--- src/rtl/sap1_control_sequencer_pkg.sv ---
// Shared definitions for the SAP-1 control sequencer: opcodes, control-word
// bit positions and the one-hot T-state encoding.
package sap1_pkg;

    localparam int CTRL_W = 12;
    localparam int T_W    = 6;

    localparam logic [3:0] OP_LDA = 4'h0;
    localparam logic [3:0] OP_ADD = 4'h1;
    localparam logic [3:0] OP_SUB = 4'h2;
    localparam logic [3:0] OP_OUT = 4'hE;
    localparam logic [3:0] OP_HLT = 4'hF;

    localparam int CTRL_PC_INC  = 11;
    localparam int CTRL_PC_EN   = 10;
    localparam int CTRL_MAR_LD  = 9;
    localparam int CTRL_RAM_EN  = 8;
    localparam int CTRL_IR_LD   = 7;
    localparam int CTRL_IR_EN   = 6;
    localparam int CTRL_A_LD    = 5;
    localparam int CTRL_A_EN    = 4;
    localparam int CTRL_ALU_SUB = 3;
    localparam int CTRL_ALU_EN  = 2;
    localparam int CTRL_B_LD    = 1;
    localparam int CTRL_OUT_LD  = 0;

    // One-hot ring states, bit0 = T1.
    typedef enum logic [T_W-1:0] {
        T1 = 6'b000001,
        T2 = 6'b000010,
        T3 = 6'b000100,
        T4 = 6'b001000,
        T5 = 6'b010000,
        T6 = 6'b100000
    } t_state_e;

    // Control word with only the given bit set.
    function automatic logic [CTRL_W-1:0] cbit(input int idx);
        return {{(CTRL_W-1){1'b0}}, 1'b1} << idx;
    endfunction

endpackage

--- src/rtl/sap1_control_sequencer_if.sv ---
// Bus between the SAP-1 wrapper/datapath (master) and the control sequencer (slave).
interface sap1_control_sequencer_if #(
    parameter int CNT_W = 8
);
    logic                       run_prog;
    logic [3:0]                 opcode;
    logic [sap1_pkg::CTRL_W-1:0] ctrl;
    logic [sap1_pkg::T_W-1:0]   t_state;
    logic                       halted;
    logic [CNT_W-1:0]           instr_count;

    modport master (
        output run_prog, opcode,
        input  ctrl, t_state, halted, instr_count
    );

    modport slave (
        input  run_prog, opcode,
        output ctrl, t_state, halted, instr_count
    );
endinterface

--- src/rtl/sap1_control_sequencer_ring.sv ---
// One-hot T1..T6 ring counter with synchronous clear, advance enable,
// hold (used to park on T4 during HLT) and early wrap back to T1.
module sap1_ring_counter
    import sap1_pkg::*;
(
    input  logic           clk,
    input  logic           clr,
    input  logic           en,
    input  logic           hold,
    input  logic           wrap,
    output logic [T_W-1:0] t_state
);

    t_state_e state_q;
    t_state_e state_d;

    // Next ring position: rotate left, wrap early, or hold.
    always_comb begin
        state_d = state_q;
        if (en && !hold) begin
            if (wrap) begin
                state_d = T1;
            end else begin
                case (state_q)
                    T1:      state_d = T2;
                    T2:      state_d = T3;
                    T3:      state_d = T4;
                    T4:      state_d = T5;
                    T5:      state_d = T6;
                    T6:      state_d = T1;
                    default: state_d = T1;
                endcase
            end
        end else begin
            state_d = state_q;
        end
    end

    // Ring state register with synchronous clear to T1.
    always_ff @(posedge clk) begin
        if (clr) begin
            state_q <= T1;
        end else begin
            state_q <= state_d;
        end
    end

    assign t_state = state_q;

endmodule

--- src/rtl/sap1_control_sequencer.sv ---
// SAP-1 control sequencer: drives the T-state ring, decodes (T-state, opcode)
// into the 12-bit control word, tracks sticky halt and counts completed
// instructions (saturating).
// Optional build macro SAP1_VARIABLE_CYCLE_EN: LDA finishes after T5 and
// OUT/NOP after T4, returning straight to T1.
module sap1_control_sequencer
    import sap1_pkg::*;
#(
    parameter int CNT_W    = 8,
    parameter int T_STATES = 6
) (
    input  logic                     clk,
    input  logic                     clr,
    sap1_control_sequencer_if.slave  bus
);

    localparam logic [CNT_W-1:0] CNT_MAX = {CNT_W{1'b1}};
    localparam logic [CNT_W-1:0] CNT_ONE = {{(CNT_W-1){1'b0}}, 1'b1};

    logic [T_STATES-1:0] t_state_s;
    logic                adv_s;
    logic                hlt_edge_s;
    logic                wrap_s;
    logic                done_s;
    logic                ring_en_s;
    logic [CTRL_W-1:0]   ctrl_s;

    logic                halted_q;
    logic                halted_d;
    logic [CNT_W-1:0]    count_q;
    logic [CNT_W-1:0]    count_d;

    assign ring_en_s = bus.run_prog & ~halted_q;

    sap1_ring_counter u_ring (
        .clk     (clk),
        .clr     (clr),
        .en      (ring_en_s),
        .hold    (hlt_edge_s),
        .wrap    (wrap_s),
        .t_state (t_state_s)
    );

    // Sequencing events: advance, HLT park, early return, instruction done.
    always_comb begin
        adv_s      = bus.run_prog & ~halted_q & ~clr;
        hlt_edge_s = adv_s & (t_state_s == T4) & (bus.opcode == OP_HLT);
        wrap_s     = 1'b0;
`ifdef SAP1_VARIABLE_CYCLE_EN
        case (bus.opcode)
            OP_LDA:                 wrap_s = adv_s & (t_state_s == T5);
            OP_ADD, OP_SUB, OP_HLT: wrap_s = 1'b0;
            default:                wrap_s = adv_s & (t_state_s == T4);
        endcase
`else
        wrap_s     = 1'b0;
`endif
        done_s     = hlt_edge_s | wrap_s | (adv_s & (t_state_s == T6));
    end

    // Next halt flag and saturating instruction count.
    always_comb begin
        halted_d = halted_q | hlt_edge_s;
        if (done_s && (count_q != CNT_MAX)) begin
            count_d = count_q + CNT_ONE;
        end else begin
            count_d = count_q;
        end
    end

    // Halt flag and instruction counter registers, cleared by clr.
    always_ff @(posedge clk) begin
        if (clr) begin
            halted_q <= 1'b0;
            count_q  <= {CNT_W{1'b0}};
        end else begin
            halted_q <= halted_d;
            count_q  <= count_d;
        end
    end

    // Control word decode; forced to zero unless actively running.
    always_comb begin
        ctrl_s = {CTRL_W{1'b0}};
        if (adv_s) begin
            case (t_state_s)
                T1: ctrl_s = cbit(CTRL_PC_EN) | cbit(CTRL_MAR_LD);
                T2: ctrl_s = cbit(CTRL_PC_INC);
                T3: ctrl_s = cbit(CTRL_RAM_EN) | cbit(CTRL_IR_LD);
                T4: begin
                    case (bus.opcode)
                        OP_LDA, OP_ADD, OP_SUB: ctrl_s = cbit(CTRL_IR_EN) | cbit(CTRL_MAR_LD);
                        OP_OUT:                 ctrl_s = cbit(CTRL_A_EN) | cbit(CTRL_OUT_LD);
                        default:                ctrl_s = {CTRL_W{1'b0}};
                    endcase
                end
                T5: begin
                    case (bus.opcode)
                        OP_LDA:         ctrl_s = cbit(CTRL_RAM_EN) | cbit(CTRL_A_LD);
                        OP_ADD, OP_SUB: ctrl_s = cbit(CTRL_RAM_EN) | cbit(CTRL_B_LD);
                        default:        ctrl_s = {CTRL_W{1'b0}};
                    endcase
                end
                T6: begin
                    case (bus.opcode)
                        OP_ADD:  ctrl_s = cbit(CTRL_ALU_EN) | cbit(CTRL_A_LD);
                        OP_SUB:  ctrl_s = cbit(CTRL_ALU_EN) | cbit(CTRL_A_LD) | cbit(CTRL_ALU_SUB);
                        default: ctrl_s = {CTRL_W{1'b0}};
                    endcase
                end
                default: ctrl_s = {CTRL_W{1'b0}};
            endcase
        end else begin
            ctrl_s = {CTRL_W{1'b0}};
        end
    end

    assign bus.ctrl        = ctrl_s;
    assign bus.t_state     = t_state_s;
    assign bus.halted      = halted_q;
    assign bus.instr_count = count_q;

endmodule
--- src/flat_wrapper.sv ---
// flat-port wrapper written by rule: the top's interface ports become plain ports
module sap1_control_sequencer_flat import sap1_pkg::*;
#(
    parameter int CNT_W    = 8,
    parameter int T_STATES = 6
)
  (clk, clr, bus_run_prog, bus_opcode, bus_ctrl, bus_t_state, bus_halted, bus_instr_count);
  sap1_control_sequencer_if #(.CNT_W(CNT_W)) bus_i ();
  input  logic clk;
  input  logic clr;
  input wire logic [$bits(bus_i.run_prog)-1:0] bus_run_prog;
  input wire logic [$bits(bus_i.opcode)-1:0] bus_opcode;
  output wire logic [$bits(bus_i.ctrl)-1:0] bus_ctrl;
  output wire logic [$bits(bus_i.t_state)-1:0] bus_t_state;
  output wire logic [$bits(bus_i.halted)-1:0] bus_halted;
  output wire logic [$bits(bus_i.instr_count)-1:0] bus_instr_count;
  assign bus_i.run_prog = bus_run_prog;
  assign bus_i.opcode = bus_opcode;
  assign bus_ctrl = bus_i.ctrl;
  assign bus_t_state = bus_i.t_state;
  assign bus_halted = bus_i.halted;
  assign bus_instr_count = bus_i.instr_count;
  sap1_control_sequencer #(.CNT_W(CNT_W), .T_STATES(T_STATES)) u_core (.clk(clk), .clr(clr), .bus(bus_i));
endmodule
--- config.mk ---
export PLATFORM = sky130hd
export DESIGN_NAME = sap1_control_sequencer_flat
export DESIGN_NICKNAME = d
export VERILOG_FILES = /design/src/rtl/sap1_control_sequencer_pkg.sv /design/src/rtl/sap1_control_sequencer_if.sv /design/src/rtl/sap1_control_sequencer_ring.sv /design/src/rtl/sap1_control_sequencer.sv /design/src/flat_wrapper.sv
export SDC_FILE = /design/constraint.sdc
export NUM_CORES = 1
export LEC_CHECK = 0
export BUFFER_PORTS_ARGS = -buffer_cell sky130_fd_sc_hd__buf_4
export CAP_MARGIN = 5
export CELL_PAD_IN_SITES_DETAIL_PLACEMENT = 0
export CELL_PAD_IN_SITES_GLOBAL_PLACEMENT = 2
export CORE_MARGIN = 5
export CORE_UTILIZATION = 28
export DETAILED_ROUTE_END_ITERATION = 6
export PLACE_DENSITY = 0.8
export SYNTH_ARGS = -nofsm -noshare
export SYNTH_HDL_FRONTEND = slang
export SYNTH_HIERARCHICAL = 1
export SYNTH_SLANG_ARGS = --single-unit
export TNS_END_PERCENT = 50
--- constraint.sdc ---
create_clock -name clk -period 4.49 [get_ports clk]
set_clock_uncertainty 0.15 [all_clocks]
set_input_delay 1.347 -clock clk [delete_from_list [all_inputs] [get_ports clk]]
set_output_delay 1.347 -clock clk [all_outputs]
set_load 0.01 [all_outputs]
## Word level (Yosys, flattened, before mapping)

Cells that the tools add are included.
W data, S select, Z words.

| cells by class | value |
|---|---|
| add/subtract/negate cells | 1 |
| multipliers | 0 |
| div/mod/pow operators | 0 |
| $lt $le $gt $ge | 0 |
| eq/ne operators | 11 |
| shifts and indexed selects | 0 |
| muxes and demuxes | 6 |
| bitwise logic cells | 9 |
| reductions and logical operators | 6 |

Operators with widths:

| operator | count |
|---|---|
| $pmux W12 S6 | 1 |
| $pmux W6 S5 | 1 |
| $pmux W10 S2 | 1 |
| $pmux W9 S2 | 1 |
| $mux W12 | 1 |
| $pmux W6 S2 | 1 |
| $add A8 B1 Y8 const B | 1 |
| $eq A4 B4 Y1 const B | 2 |
| $ne A8 B8 Y1 const B | 1 |
| $eq A6 B1 Y1 const B | 1 |
| $eq A6 B2 Y1 const B | 1 |
| $eq A6 B3 Y1 const B | 1 |
| $eq A6 B4 Y1 const B | 1 |
| $eq A6 B5 Y1 const B | 1 |
| $eq A6 B6 Y1 const B | 1 |
| $and A1 B1 Y1 | 5 |
| $eq A4 B1 Y1 const B | 1 |
| $eq A4 B2 Y1 const B | 1 |
| $logic_not A4 Y1 | 1 |
| $reduce_or A3 Y1 | 1 |
| $logic_and A1 B1 Y1 | 2 |
| $not A1 Y1 | 2 |
| $or A1 B1 Y1 | 2 |
| $reduce_or A2 Y1 | 1 |
| $logic_not A1 Y1 | 1 |

| word-level totals | value |
|---|---|
| register bits | 15 |
| bits in latches | 0 |
| memory bits (writable) | 0 |
| bits in read-only memories | 0 |
| input port bits | 7 |
| output and inout port bits | 27 |
| memories kept | 0 |

## Longest topological paths before layout

Gate-level depths: netlist of run 1.

| depth | value |
|---|---|
| depth after elaboration | 7 |
| depth in mapped cells | 8 |
| mapped depth without buffers | 7 |

## Modules after synthesis

Netlist of run 1, hierarchy kept.

By module, submodules not included:

| module | instances | cells each | area an instance (um2) | seq. area each (um2) |
|---|---|---|---|---|
| sap1_control_sequencer | 1 | 90 | 730.7 | 180.2 |
| sap1_ring_counter | 1 | 37 | 335.3 | 120.1 |

## Least setup slack after synthesis of run 1

No wires, ideal clock.

| timing path | value |
|---|---|
| kind | input port to output port |
| start point | input port clr |
| end point | output port bus_ctrl[5] |
| arrival time | 2.675 ns |
| data required time | 2.993 ns |
| setup slack | 0.318 ns |
| stages | 5 |
| path through | or3b_1 buf_6 or4_1 mux2i_1 o21a_1 |

| between the ends | value |
|---|---|
| cells in the longest elaborated chain, start to end | 3 |

RTL lines:

| what | line | RTL |
|---|---|---|
| from (decl) | flat_wrapper.sv:10 | `input logic clr;` |
| $not A1 Y1 | sap1_control_sequencer.sv:46 | `adv_s = bus.run_prog & ~halted_q & ~clr;` |
| $and A1 B1 Y1 | sap1_control_sequencer.sv:46 |  |
| $mux W12 | sap1_control_sequencer.sv:85 | `if (adv_s) begin` |
| to (decl) | flat_wrapper.sv:13 | `output wire logic [$bits(bus_i.ctrl)-1:0] bus_ctrl;` |

Every way passes these cells.

## Worst setup path in the final report of run 1

Ends and elaborated chain as after synthesis.

==> results of run 1 <==
==> synthesized netlist by cell type (all sizes together), types with 3 or more instances <==
| cell type | count | area, sq um |
|---|---|---|
| nor2 | 17 | 63.8 |
| dfxtp | 15 | 300 |
| nand2 | 12 | 45.0 |
| nor3 | 7 | 40.0 |
| a21oi | 6 | 30.0 |
| nand3 | 5 | 25.0 |
| nor4b | 5 | 56.3 |
| and3 | 4 | 27.5 |
| buf | 4 | 35.0 |
| mux2 | 4 | 48.8 |
| nand2b | 4 | 32.5 |
| a32oi | 3 | 26.3 |
| and2b | 3 | 26.3 |
| inv | 3 | 11.3 |
| nand3b | 3 | 22.5 |
| nor4 | 3 | 25.0 |
| o21ai | 3 | 15.0 |
==> layer usage <==
layer | vias to the layer above | part of all wire, % | GRT usage (%)
met1 | 487 | 50 | 15.7
li1 | 537 | - | -
met3 | 2 | 6.2 | 2.10
met4 | 0 | 0.60 | 3.13
met2 | 24 | 43 | 16.9
met5 | - | 0 | 0
==> metrics by stage <==
step | total power [W] | area (sq um) | setup slack (ns) | hold WS [ns]
global placement | 0.000174 | 1360 | 0.103 | 0.321
floorplan | 0.000161 | 1080 | 0.318 | 0.347
CTS | 0.000284 | 1400 | 0.0972 | 0.340
detailed placement | 0.000174 | 1360 | 0.105 | 0.331
global route | 0.000294 | 1400 | 0.0292 | 0.368
finish | 0.000280 | 1400 | 0.0962 | 0.335
==> worst min path at each step <==
stage / startpoint / to / slack [ns]
after floorplan: u_core/bus.instr_count[1]$_SDFFE_PP0P_ / u_core/bus.instr_count[1]$_SDFFE_PP0P_ / 0.35
after global placement: u_core/bus.instr_count[1]$_SDFFE_PP0P_ / u_core/bus.instr_count[1]$_SDFFE_PP0P_ / 0.32
after detailed placement: u_core/bus.instr_count[1]$_SDFFE_PP0P_ / u_core/bus.instr_count[1]$_SDFFE_PP0P_ / 0.33
after CTS: u_core/bus.instr_count[1]$_SDFFE_PP0P_ / u_core/bus.instr_count[1]$_SDFFE_PP0P_ / 0.34
after global routing: u_core/bus.instr_count[1]$_SDFFE_PP0P_ / u_core/bus.instr_count[1]$_SDFFE_PP0P_ / 0.37
final: u_core/bus.instr_count[1]$_SDFFE_PP0P_ / u_core/bus.instr_count[1]$_SDFFE_PP0P_ / 0.33
==> where the power goes <==
group | switching [W] | internal, W | leakage [nW]
registers | 0.00000373 | 0.000134 | 0.121
logic | 0.0000172 | 0.0000162 | 0.427
clock network | 0.0000464 | 0.0000627 | 0.0228
total | 0.0000673 | 0.000213 | 0.571
==> worst max-delay path, delay by kind of cell <==
kind | cells | cell delay [ns]
simple gates | 2 | 1.04
buf+inv | 2 | 0.22
mux | 1 | 0.16
compound gates | 1 | 0.12
==> state kept, by name, indices dropped and copies added (netlist names) <==
register                cells
u_core/bus.instr_count      8
u_core/u_ring/t_state       6
u_core/bus.halted           1
==> area by class of cell <==
type	count	area, sq um
timing repair buffer	36	270
inverter	3	11.3
tap	48	60.1
clock buffer	4	45.0
sequential	15	300
multi-input combinational	107	717
fill	408	2280
==> cells by family (layout without fill, tap and decap cells) <==
family                   count (synthesis)  after routing  share of synthesized area (%)
multiplexers                             5              5                           5.52
adder cells (fa/ha/maj)                  1              1                           1.17
AND/OR/NAND/NOR                         77             77                           44.8
other                                    1              4                          0.352
XOR/XNOR                                 2              2                           1.64
buffers and inverters                    8             43                           5.63
AO/OA/AOI/OAI                           18             18                           12.7
flip-flops                              15             15                           28.2
==> results_dict.tcl, run 1 <==
set metrics [dict create \
    syn_area_sq_mm 0.00107 \
    synthToLayoutAreaGrowth_pct 31.7 \
    io_buffers 33 \
    clock.fmax_mhz 228 \
    r2r_slack_ns 2.19 \
    track_usage_pct 11.1 \
    stdcell_count 213 \
    drt-initial-drc-count 38 \
    synth_enable_flop_cells 0 \
    cts_resized 0 \
    r2r_cells 7 \
    critPathMostFrequentCell "buf_4" \
    grt_start_max_net_pins 20 \
    grt_pass1_vias 1006 \
    ys_seq_area_share_pct 28.2 \
    synth-seq-cells 15 \
    design.core.area_sq_mm 0.00369 \
    crit_path_end_kind "output pin" \
    drc 0 \
    powerDensity_mw_per_mm2 200 \
    postCtsSetupRepairBufs 0 \
    cts_hold_buf 0 \
    cts.htree.levels 1 \
    cts_made_buffers 3 \
    ant_nets 0 \
    crit_fanout 7 \
    dr.pass1.iters 4 \
    wl_mm 2.84 \
    die_h_um 71.7 \
    min_period_over_period_pct 97.9 \
    holdPathStages 2 \
    cp_data_arrival_time_ns 2.90 \
    r2r_start "u_core/u_ring/t_state[3]$_SDFFE_PP0P_" \
    finalSetupViolations 0 \
    final_cell_mix "36 x buf_4, 17 x nor2_1, 15 x dfxtp_1, 12 x nand2_1" \
    top_level_ports 34 \
    slowest_delay_ns 0.58 \
    crit_start "clr" \
    start_util_pct 28.9 \
    async_reset_ff_share_pct 0 \
    synth_flop_cell "dfxtp_1" \
    cts-root-buf "clkbuf_8" \
    path_cells "buf_4 > or3b_1 > or4_1 > mux2i_1 > o21a_1 > buf_4" \
    crit_path_end "bus_ctrl[5]" \
    rows 22 \
    dieWidth_um 71.7 \
    final_nets 174 \
    rr_endpoint "u_core/u_ring/t_state[2]$_SDFFE_PP0P_" \
    final_core_util_pct 38.1 \
    clk_latency_ns 0.24 \
    hpwlAfterDp_mm 2.16 \
    cts_tree "done" \
    place.gp.congestion 0.792 \
    timing.final.crit_period_ns 4.39 \
    cp.required_ns 2.99 \
    wl_per_cell_um 13.3 \
    cts.sinks 15 \
    drive_above_1_share_pct 35.2 \
    ys_warn_count 6 \
    antenna_found_initial 0 \
    cp_slowest_cell "or4_1" \
    start_kind "primary input" \
    maxCapViolCount 0 \
    avgSynthCellArea_sq_um 8.39 \
    hp-class "register to register" \
    vias 1050 \
    ir_worst_vdd_mv 0.127 \
    rsz0062_at_grt "no" \
    leakage_nw 0.571 \
    slew_violations 0 \
    synth_cells 127 \
    dieArea_sq_mm 0.00514 \
    grt-ovfl-total 0 \
    ys_types 49 \
    place_inst 209 \
    cts.reportedPaths.clkPinSlew_ns 0.06 \
    status "finished clean" \
    cts_buffer_depth 2 \
    critPathKind "primary input to output pin" \
    vias_per_cell 4.93 \
    grt_pass1_wl_mm 4.72 \
    setup_tns_ns 0 \
    hold_viol 0 \
    diodes 0 \
    final_common_cell "buf_4" \
]
Note: power is estimated with default switching activity, not from simulation.
==> inputs of run 2 (changes only) <==
--- a/config.mk
+++ b/config.mk
@@ -10,9 +10,9 @@
 export CELL_PAD_IN_SITES_DETAIL_PLACEMENT = 0
 export CELL_PAD_IN_SITES_GLOBAL_PLACEMENT = 2
 export CORE_MARGIN = 5
-export CORE_UTILIZATION = 28
+export CORE_UTILIZATION = 25
 export DETAILED_ROUTE_END_ITERATION = 6
-export PLACE_DENSITY = 0.8
+export PLACE_DENSITY = 0.75
 export SYNTH_ARGS = -nofsm -noshare
 export SYNTH_HDL_FRONTEND = slang
 export SYNTH_HIERARCHICAL = 1
==> constraint.sdc (replaced) <==
create_clock -name clk -period 4 [get_ports clk]
set_clock_uncertainty 0.15 [all_clocks]
set_input_delay 1.2 -clock clk [delete_from_list [all_inputs] [get_ports clk]]
set_output_delay 1.2 -clock clk [all_outputs]
set_load 0.01 [all_outputs]
==> results_dict.tcl, run 2 (synthesis gave the netlist of run 1 again) <==
set metrics [dict create \
    min_period_over_period_pct 100 \
    maxCapViolCount 0 \
    largest_reg_flops 8 \
    cts_hold_buf 0 \
    timing.final.crit_period_ns 4.00 \
    vias_per_cell 4.84 \
    cts-root-buf "clkbuf_8" \
    whs_ns 0.339 \
    leakage_nw 0.588 \
    final_cell_mix "39 x buf_4, 17 x nor2_1, 15 x dfxtp_1, 12 x nand2_1" \
    clk_latency_ns 0.24 \
    nFillCells 415 \
    status "finished, violations left" \
    finalSetupViolations 1 \
    grt_start_max_net_pins 20 \
    hp-class "register to register" \
    ir_worst_vdd_mv 0.0860 \
    powerDensity_mw_per_mm2 221 \
    stdcell_count 218 \
    holdPathStages 2 \
    hold-path-endpoint "u_core/bus.instr_count[1]$_SDFFE_PP0P_" \
    drc 0 \
    r2r_cells 7 \
    crit_path_end_kind "output pin" \
    cts.reportedPaths.clkPinSlew_ns 0.06 \
    rsz0062_at_grt "yes" \
    antenna_found_initial 0 \
    cts_made_buffers 3 \
    diodes 0 \
    hold_viol 0 \
    grt_pass1_wl_mm 4.72 \
    start_kind "primary input" \
    drive_above_1_share_pct 37.5 \
    postLayoutCellArea_sq_mm 0.00144 \
    slew_violations 0 \
    dieWidth_um 75.3 \
    top_level_ports 34 \
    crit_fanout 4 \
    final_common_cell "buf_4" \
    ant_nets 0 \
    place.gp.congestion 0.717 \
    critPathKind "primary input to output pin" \
    final_nets 177 \
    clock.fmax_mhz 250 \
    hp-start "u_core/bus.instr_count[1]$_SDFFE_PP0P_" \
    cp.required_ns 2.65 \
    cts_tree "done" \
    io_buffers 33 \
    track_usage_pct 10.4 \
    setup_slack_ns -0.00479 \
    cts_buffer_depth 2 \
    cp_data_arrival_time_ns 2.65 \
    hpwlAfterDp_mm 2.23 \
    r2r_slack_ns 1.59 \
    grt-ovfl-total 0 \
    rows 23 \
    cts.htree.levels 1 \
    wl_mm 2.98 \
    synthToLayoutAreaGrowth_pct 34.6 \
    dieArea_sq_mm 0.00567 \
    dr.pass1.iters 4 \
    rr_endpoint "u_core/u_ring/t_state[5]$_SDFFE_PP0P_" \
    die_h_um 75.3 \
    place_inst 214 \
    start_util_pct 26.3 \
    design.core.area_sq_mm 0.00406 \
    violations "negative setup slack" \
    r2r_start "u_core/u_ring/t_state[3]$_SDFFE_PP0P_" \
    dpl_cell_area_sq_mm 0.00138 \
    vias 1055 \
    wl_per_cell_um 13.7 \
    drt-initial-drc-count 45 \
    grt_pass1_vias 991 \
    cts.sinks 15 \
]
run 2: cell types whose count changed in the layout (fill, tap and decap cells not counted), sizes merged:
cell  delta
buf      +3
run 2: where the power goes:
part / total, W / internal [W] / switching (W)
Clock: 0.000122 / 0.0000704 / 0.0000514
Combinational: 0.0000437 / 0.0000202 / 0.0000235
Sequential: 0.000151 / 0.000151 / 0.000000703
Total: 0.000317 / 0.000241 / 0.0000755
run 2: metrics by stage:
| stage | utilization [%] | setup TNS, ns | setup WS [ns] | total power (W) |
|---|---|---|---|---|
| finish | 35.4 | -0.00479 | -0.00479 | 0.000317 |
| global placement | 34.1 | -0.0290 | -0.0290 | 0.000197 |
| detailed placement | 34.1 | -0.0738 | -0.0738 | 0.000198 |
| global route | 35.4 | -0.0331 | -0.0331 | 0.000333 |
| floorplan | - | 0 | 0.122 | 0.000181 |
| CTS | 35.4 | 0 | 0.00486 | 0.000324 |
run 2: layout make-up:
| type | count | area [sq um] | area share [%] |
|---|---|---|---|
| multi-input cells | 107 | 723 | 50.4 |
| flip-flops and latches | 15 | 300 | 20.9 |
| repair buffers | 39 | 293 | 20.4 |
| well taps | 50 | 62.6 | 4.36 |
| clock buffers | 4 | 45.0 | 3.14 |
| inverters | 3 | 11.3 | 0.785 |
run 2: how the worst max path moves through the flow:
stage,from,to,slack [ns],cells past startpoint
floorplan,clr,bus_ctrl[5],0.12,5
global placement,clr,bus_ctrl[5],-0.03,6
detailed placement,clr,bus_ctrl[5],-0.07,6
CTS,clr,bus_ctrl[5],0.005,6
global route,clr,bus_ctrl[5],-0.03,6
finish,clr,bus_ctrl[5],-0.005,6
run 2: critical path, cell delays in order:
cell and delay (ns):
buf_4 0.12, or3b_4 0.39, or4_4 0.52, o21ai_1 0.16, o21a_1 0.15, buf_4 0.12
run 2: metal layers:
layer  share of wire, %  GRT usage, %  vias to the layer above  wire length [um]
li1                   -             -                      539                 -
met1                 48          14.4                      487              1420
met2                 46          16.7                       27              1370
met3                5.8          1.85                        2               174
met4               0.44          2.91                        0                13
met5                  0             0                        -                 0
run 2: timing repair:
| item | in CTS | in global routing |
|---|---|---|
| resized for setup | 2 | 0 |
| setup endpoints to repair | 1 | 1 |
| setup buffers | 0 | 0 |
==> inputs of run 3 (changes only) <==
--- a/config.mk
+++ b/config.mk
@@ -5,12 +5,13 @@
 export SDC_FILE = /design/constraint.sdc
 export NUM_CORES = 1
 export LEC_CHECK = 0
+export ABC_AREA = 1
 export BUFFER_PORTS_ARGS = -buffer_cell sky130_fd_sc_hd__buf_4
 export CAP_MARGIN = 5
 export CELL_PAD_IN_SITES_DETAIL_PLACEMENT = 0
 export CELL_PAD_IN_SITES_GLOBAL_PLACEMENT = 2
 export CORE_MARGIN = 5
-export CORE_UTILIZATION = 25
+export CORE_UTILIZATION = 22
 export DETAILED_ROUTE_END_ITERATION = 6
 export PLACE_DENSITY = 0.75
 export SYNTH_ARGS = -nofsm -noshare
==> results_dict.tcl, run 3 <==
set metrics [dict create \
    status "finished clean" \
    cts_resized 0 \
    diodes 0 \
    wl_mm 2.92 \
    final_core_util_pct 29.6 \
    ys_warn_count 6 \
    cp_data_arrival_time_ns 2.25 \
    syn_area_sq_mm 0.00105 \
    ys_top_cells_by_count "37 x nor2_1, 31 x nand2_1, 23 x inv_1, 23 x nand3_1, 15 x dfxtp_1" \
    setup_slack_ns 0.403 \
    synth.most_common_cell "nor2_1" \
    critPathMostFrequentCell "buf_4" \
    grt_pass1_wl_mm 4.93 \
    crit_path_end_kind "output pin" \
    cts.reportedPaths.clkPinSlew_ns 0.06 \
    postCtsSetupRepairBufs 0 \
    nFillCells 536 \
    start_kind "primary input" \
    path_buf_inv 2 \
    start_util_pct 22.5 \
    avgSynthCellArea_sq_um 6.13 \
    top_level_ports 34 \
    drt-initial-drc-count 40 \
    rsz0062_at_grt "no" \
    design.core.area_sq_mm 0.00469 \
    drive_above_1_share_pct 20.8 \
    cp_slowest_cell "nor3_4" \
    maxCapViolCount 0 \
    largest_reg_flops 8 \
    dieArea_sq_mm 0.00628 \
    ys_seq_area_share_pct 28.5 \
    hp-class "register to register" \
    finalSetupViolations 0 \
    cts.sinks 15 \
    cts_hold_buf 0 \
    rows 25 \
    ant_nets 0 \
    crit_fanout 9 \
    cts_buffer_depth 2 \
    synth_enable_flop_cells 0 \
    path_delay_family "simple AND/OR/NAND/NOR gates" \
    clk_latency_ns 0.24 \
    final_common_cell "nor2_1" \
    synthToLayoutAreaGrowth_pct 31.7 \
    cts_made_buffers 3 \
    wl_per_cell_um 11.2 \
    cts_tree "done" \
    synth_area_leader_cell "dfxtp_1" \
    final_cell_mix "37 x nor2_1, 33 x buf_4, 31 x nand2_1, 23 x inv_1, 23 x nand3_1" \
    grt-ovfl-total 0 \
    synthTopCellsByArea "dfxtp_1 28%, nor2_1 13%, nand2_1 11%" \
    min_period_over_period_pct 89.9 \
    ys_types 27 \
    slowest_delay_ns 0.28 \
    drc 0 \
    leakage_nw 0.656 \
    stdcell_count 261 \
    synth_cells 172 \
    slew_violations 0 \
    vias_per_cell 4.45 \
    dr.pass1.iters 4 \
    ir_worst_vdd_mv 0.0962 \
    grt_start_max_net_pins 15 \
    critPathKind "primary input to output pin" \
    dp_slack_ns 0.370 \
    cts.htree.levels 1 \
    vias 1162 \
    final_nets 216 \
    powerDensity_mw_per_mm2 227 \
    hold_viol 0 \
    setup_tns_ns 0 \
    place_inst 257 \
    synth-seq-cells 15 \
    antenna_found_initial 0 \
    io_buffers 33 \
    hpwlAfterDp_mm 2.32 \
    place.gp.congestion 0.729 \
    async_reset_ff_share_pct 0 \
    cp.required_ns 2.65 \
    yosysTopAreaCellShare_pct 28.5 \
    cts-root-buf "clkbuf_8" \
    track_usage_pct 9.87 \
    synth_flop_cell "dfxtp_1" \
    timing.final.crit_period_ns 3.60 \
    dpl_cell_area_sq_mm 0.00134 \
    dieWidth_um 79.2 \
    clock.fmax_mhz 278 \
    die_h_um 79.2 \
    postLayoutCellArea_sq_mm 0.00139 \
    path_cells "buf_4 > nor3_4 > nand2_1 > nor4_1 > buf_4" \
    grt_pass1_vias 1062 \
]
-- run 3: cell types whose count changed in the layout (fill, tap and decap cells not counted), moves of 4 or more --
cell,delta
a21oi_1,+6
inv_1,+20
nor2_1,+20
buf_4,-6
nand3_1,+18
nor3_1,-4
nand2_1,+19
-- run 3: cell type report --
cell class / instances / area (sq um) / area share (%)
Clock buffer: 4 / 45.0 / 3.24
Timing Repair Buffer: 33 / 248 / 17.8
Multi-Input combinational cell: 132 / 642 / 46.2
Sequential cell: 15 / 300 / 21.6
Tap cell: 54 / 67.6 / 4.86
Inverter: 23 / 86.3 / 6.22
-- run 3: report_power, final --
part	switching [W]	leakage [nW]	internal, W
Sequential	0.00000297	0.121	0.000151
Clock	0.0000528	0.0228	0.0000705
Combinational	0.0000231	0.512	0.0000153
Total	0.0000789	0.656	0.000237
-- run 3: kinds of logic (layout without fill, tap and decap cells) --
family / after synthesis / in the layout / share of synthesized area (%)
buffers and inverters: 26 / 60 / 11.0
xor gates and xnor gates: 1 / 1 / 0.831
DFF: 15 / 15 / 28.5
adders and majority gates: 1 / 1 / 1.19
and+or+nand+nor: 109 / 109 / 48.4
AOI/OAI and AO/OA: 19 / 19 / 9.73
other: 1 / 2 / 0.356
-- run 3: final timing paths --
kind | startpoint | slack, ns | cells after the start | endpoint
worst max-delay path | clr | 0.40 | 5 | bus_ctrl[0]
worst min register to register | u_core/bus.instr_count[1]$_SDFFE_PP0P_ | 0.39 | 2 | u_core/bus.instr_count[1]$_SDFFE_PP0P_
worst max register to register | u_core/u_ring/t_state[2]$_SDFFE_PP0P_ | 2.12 | 9 | u_core/u_ring/t_state[5]$_SDFFE_PP0P_
worst min-delay path | u_core/bus.instr_count[1]$_SDFFE_PP0P_ | 0.39 | 2 | u_core/bus.instr_count[1]$_SDFFE_PP0P_
-- run 3: per-layer routing --
layer	GRT usage, %	vias up	part of all wire [%]
met4	5.15	0	1.4
li1	-	624	-
met3	2.04	2	5.9
met2	14.9	23	44
met5	0	-	0
met1	13.1	513	48
-- run 3: through the flow --
step	total power, W	hold WS [ns]
after floorplan	0.000181	0.395
after global placement	0.000197	0.391
after detailed placement	0.000196	0.387
after CTS	0.000322	0.394
after global routing	0.000335	0.428
final	0.000315	0.391
-- run 3: tightest hold or removal path: stages (launching register included) --
cell     delay, ns
dfxtp_1       0.33
a21oi_1       0.11
nor2_1        0.05
